==> src/rtl/serial_add_ctrl.sv <==
// serial_add_ctrl: bit-serial adder sequencer built around one shared FullAdder.
// One result bit is produced per clock, so a WIDTH-bit add takes WIDTH cycles in RUN
// followed by a single DONE cycle that pulses done.
// Optional feature macro: SERIAL_ADD_SUB_EN adds a 'sub' input that turns the
// operation into a - b by loading ~b and presetting the carry flip-flop to 1.

module FullAdder (
  input  logic i_a,
  input  logic i_b,
  input  logic i_c,
  output logic o_sum,
  output logic o_carry
);

  assign o_sum   = i_a ^ i_b ^ i_c;
  assign o_carry = (i_a & i_b) | (i_c & (i_a ^ i_b));

endmodule

module serial_add_ctrl #(
  parameter int WIDTH = 16
) (
  input  logic             clock,
  input  logic             reset,
  input  logic             start,
  input  logic [WIDTH-1:0] a,
  input  logic [WIDTH-1:0] b,
`ifdef SERIAL_ADD_SUB_EN
  input  logic             sub,
`endif
  output logic             busy,
  output logic             done,
  output logic [WIDTH-1:0] sum,
  output logic             carry_out
);

  localparam int CNT_W = (WIDTH > 1) ? $clog2(WIDTH) : 1;

  typedef enum logic [1:0] {
    IDLE = 2'd0,
    RUN  = 2'd1,
    DONE = 2'd2
  } state_t;

  state_t             r_state;
  logic [WIDTH-1:0]   r_sa;
  logic [WIDTH-1:0]   r_sb;
  logic [WIDTH-1:0]   r_sum;
  logic               r_carry;
  logic [CNT_W-1:0]   r_count;
  logic               r_busy;
  logic               r_done;

  logic               w_faSum;
  logic               w_faCarry;
  logic               w_accept;
  logic               w_lastBit;
  logic [WIDTH-1:0]   w_loadB;
  logic               w_loadCarry;

  // The single adder cell that every bit position shares over time.
  FullAdder u_fullAdder (
    .i_a    (r_sa[0]),
    .i_b    (r_sb[0]),
    .i_c    (r_carry),
    .o_sum  (w_faSum),
    .o_carry(w_faCarry)
  );

  // A new request is only honoured when no add is in flight.
  assign w_accept  = start && ((r_state == IDLE) || (r_state == DONE));
  assign w_lastBit = (r_count == CNT_W'(WIDTH - 1));

`ifdef SERIAL_ADD_SUB_EN
  // Subtraction is a + ~b + 1, so the +1 rides in on the preset carry.
  assign w_loadB     = sub ? ~b : b;
  assign w_loadCarry = sub;
`else
  assign w_loadB     = b;
  assign w_loadCarry = 1'b0;
`endif

  // Sequencer: loads operands, shifts one bit per clock through the adder, then pulses done.
  always_ff @(posedge clock) begin
    if (reset) begin
      r_state <= IDLE;
      r_sa    <= '0;
      r_sb    <= '0;
      r_sum   <= '0;
      r_carry <= 1'b0;
      r_count <= '0;
      r_busy  <= 1'b0;
      r_done  <= 1'b0;
    end else begin
      case (r_state)
        IDLE, DONE: begin
          r_done <= 1'b0;
          if (w_accept) begin
            r_sa    <= a;
            r_sb    <= w_loadB;
            r_carry <= w_loadCarry;
            r_count <= '0;
            r_busy  <= 1'b1;
            r_state <= RUN;
          end else begin
            r_busy  <= 1'b0;
            r_state <= IDLE;
          end
        end
        RUN: begin
          r_sa    <= r_sa >> 1;
          r_sb    <= r_sb >> 1;
          r_sum   <= {w_faSum, r_sum[WIDTH-1:1]};
          r_carry <= w_faCarry;
          r_count <= r_count + CNT_W'(1);
          if (w_lastBit) begin
            r_busy  <= 1'b0;
            r_done  <= 1'b1;
            r_state <= DONE;
          end
        end
        default: begin
          r_busy  <= 1'b0;
          r_done  <= 1'b0;
          r_state <= IDLE;
        end
      endcase
    end
  end

  assign busy      = r_busy;
  assign done      = r_done;
  assign sum       = r_sum;
  assign carry_out = r_carry;

endmodule

==> config.mk <==
export PLATFORM = sky130hd
export DESIGN_NAME = serial_add_ctrl
export DESIGN_NICKNAME = d
export VERILOG_FILES = /design/src/rtl/serial_add_ctrl.sv
export SDC_FILE = /design/constraint.sdc
export NUM_CORES = 1
export LEC_CHECK = 0
export CAP_MARGIN = 20
export CORE_MARGIN = 2
export CORE_UTILIZATION = 35
export CTS_CLUSTER_DIAMETER = 80
export DETAILED_ROUTE_END_ITERATION = 7
export GPL_TIMING_DRIVEN = 1
export PLACE_DENSITY_LB_ADDON = 0.3
export SLEW_MARGIN = 20
export SYNTH_ARGS = -nofsm -noshare
export SYNTH_HDL_FRONTEND = slang
export SYNTH_SLANG_ARGS = --single-unit
==> constraint.sdc <==
create_clock -name clock -period 1.5 [get_ports clock]
set_input_delay 0.15 -clock clock [delete_from_list [all_inputs] [get_ports clock]]
set_output_delay 0.15 -clock clock [all_outputs]
set_load 0.05 [all_outputs]
==> results.md <==
* Required time at the endpoint of the critical path at 1.76 ns
* Die Y-Extent at 84.20 um
* Leakage power at 1.059 nW
* Synth warn at 0
* Site row count at 29
* Final net count at 345
* Last weighted congestion value of the routability-driven placer at roughly 0.69
* Final setup margin at 0.2174 ns
* Max transition margin at 0.7210
* DRC violation count after routing at 0
* Remaining Overflow, GRT at 0
* Number of synthesized register bits at 57
* Arrival time at the worst endpoint at between 1.5 and 2 ns
* Synthesized netlist cell count at 259
* Post-synthesis cell type with the largest combined area: dfxtp_1
* Total wire length after detailed routing at between 5000 and 6000 um
* Maximum clock frequency at 779.6 MHz
* Portion of the post-synthesis area used by sequential elements at 0.5069
* Type of origin of the critical path: flip-flop
* Largest fanout on the critical path at 15
* Global-route usage over all layers at 0.1523
* Synthesized Nets at between 200 and 300
* Total number of clock tree sinks at 57
* Area added between synthesis and finish at 30.74%
* Final standard cell area without fillers at 0.002943 mm^2
* Unique cell type count in the Yosys netlist at 25
* Post-synthesis area per instance at 8.691 um^2
* Number of CTS-inserted buffers at 9
* TritonCTS clock tree: built
* Via total after detailed routing at 2065
* Resized Gates After CTS at 0
* Delay contributed by the slowest stage of the critical path at roughly 0.4 ns
* Root buffer cell: clkbuf_8
* Routed WL per cell at 13.44 um
* Crit path max-delay cell type: dfxtp_1
* DP Wirelength at 3262 um
* Type of the worst setup path: flip-flop to flip-flop
* Period minus WS final at about 1.3 ns
* Compound-cell area share of the yosys netlist at 0.2296
* Setup TNS at 0 ns
* Portion of the clock cycle consumed by the worst path in the final layout at 0.8551
* Reg clk slew, reported paths at 0.06 ns
* Dominant cells by area after synthesis: dfxtp_1, a21oi_1, a22oi_1, nand3_1, nand2_1
* Post-synth top area share at 0.5069
* Layout cells sized above 1 at 0.1511
* Most frequent cells in the layout: dfxtp_1, a21oi_1, nand3_1
* Setup crit end kind: flip-flop
* Wire length of the first global-routing pass at 8666 um
* DR iter-0 viols at approximately 110
* Hold-fix buffer count after cts at 0
* Main combinational cell family by area after synthesis: compound AO/OA/AOI/OAI gates
* Footprint of the flip-flops and latches at 0.001141 mm^2
* RSZ-0062 raised after global routing: no
* Area of the die at 0.007089 mm^2
* Core box area at about 0.0063 mm^2
* Diodes inserted at 0
* Boundary pin count at 54
* Largest net degree at the start of global routing at 38
* Number of max-slew violations in the final report at 0
* Synthesized-area fraction occupied by and/or/nand/nor cells at 0.1701
* Leading cell type in the layout, fill and taps excluded: dfxtp_1
* Die span in x at 84.20 um
* Maxcap violations at 0
* Run status: completed
* Vias in the first global route at 1873
* First drt pass iteration count at 4
* Area of the multi-input gates at 964.7 um^2
* Starting density of the core at 0.3586
* Remaining antenna violation count at 0
* Clock latency on the worst-skew pair at 0.33 ns
* Initial antenna violation count at 0
* Final setup violation count at 0
* Power density normalized to cell area at ~1100 mW/mm^2
* Total setup buffers inserted after CTS at 0
* Post-route clock skew at between 0.004 and 0.005 ns
* Post-Synth Adder-Cell Area at 0.01445
* Summed instance area of the synthesized netlist at 0.002251 mm^2
* Worst IR Drop VDD at 0.0006947 V
* Maximum number of buffers from clock root to sink at 2
* Total placed instance area at 0.002799 mm^2
* Via density per instance at 5.322
* Cell-by-cell trace of the critical path: and2b_2 > buf_4 > nand2_1 > a21oi_1
* Xor/xnor share of the synthesized area at 0
* Port Buffer Count at 53
* Final Non-Filler Cells at 388
* Portion of netlist area occupied by mux cells at 0.01167
* Hold/Removal Path Class: primary input to flip-flop
* H-Tree Depth at 3
* Worst-margin pin slew at 0.4185 ns
* Final Hold Vio Count at 0
* Placed cells at 374
* Placement Setup Slack at 0.08145 ns
* # fillers at ~650
==> power breakdown <==
group          leakage (nW)  internal (W)  switching (W)  total [W]
Combinational         0.521      0.000198       0.000235   0.000433
Sequential            0.465       0.00159      0.0000403    0.00163
Clock                0.0733      0.000580       0.000559    0.00114
==> cell usage after synthesis <==
cell type  count
buf_4          4
nor2b_1        1
a31oi_1        1
mux2_2         1
nor3b_1        1
inv_1          3
buf_6          1
and2b_1        1
a211oi_1       1
nand4_1        1
nor2_1         3
buf_2         16
nand2b_1       4
nand3_1       37
dfxtp_1       57
ha_1           1
nand2_1       33
fa_1           1
buf_1          2
nor3_1         2
a211oi_2       1
a21oi_1       53
mux2_4         1
clkbuf_1       3
a22oi_1       30
==> metrics by stage <==
| stage | total power (W) | util | hold slack [ns] |
|---|---|---|---|
| after floorplan | 0.001918 | - | 0.2860 |
| after global placement | 0.002088 | 0.4459 | 0.4492 |
| after detailed placement | 0.002093 | 0.4459 | 0.4497 |
| after CTS | 0.003233 | 0.4688 | 0.2268 |
| after global routing | 0.003348 | 0.4688 | 0.2507 |
| final | 0.003199 | 0.4688 | 0.2432 |
==> state kept, by name (all words and copies together), names as in the netlist <==
signal	cells
busy	1
carry_out	1
done	1
r_count	4
r_sa	16
r_sb	16
r_state	2
sum	16
==> final timing paths <==
check | startpoint | to | slack (ns) | cells after the start
worst max-delay path | r_state[0] | sum[5] | 0.22 | 4
worst min-delay path | reset | sum[8] | 0.24 | 2
worst max register to register | r_state[0] | sum[5] | 0.22 | 4
worst min register to register | sum[0] | sum[0] | 0.45 | 2
==> critical path: cells and delay by family (launching register included) <==
kind | cells | cell delay, ns
AOI/OAI and AO/OA | 1 | 0.14
buffers and inverters | 1 | 0.26
DFF | 1 | 0.40
and+or+nand+nor | 2 | 0.41
==> final cells by class <==
cell class / instances / share of cell area
clock buffers: 13 / 0.04719
clock inverters: 1 / 0.001701
repair buffers: 64 / 0.1990
multi-input cells: 173 / 0.3278
inverters: 3 / 0.003827
well taps: 77 / 0.03274
flip-flops and latches: 57 / 0.3878
==> kinds of logic after synthesis <==
logic type,after synthesis
AO/OA/AOI/OAI,86
adder cells (fa/ha/maj),2
flip-flops,57
multiplexers,2
buffers and inverters,29
AND/OR/NAND/NOR,83
==> routing by layer <==
metal / wire length (um) / share of wire / vias up / track usage
li1: - / - / 1015 / -
met1: 2443 / 0.47 / 972 / 0.1913
met2: 2326 / 0.45 / 74 / 0.2352
met3: 379 / 0.073 / 4 / 0.06785
met4: 65 / 0.012 / 0 / 0.04839
met5: 0 / 0 / - / 0
Note: power is estimated with default switching activity, not from simulation.
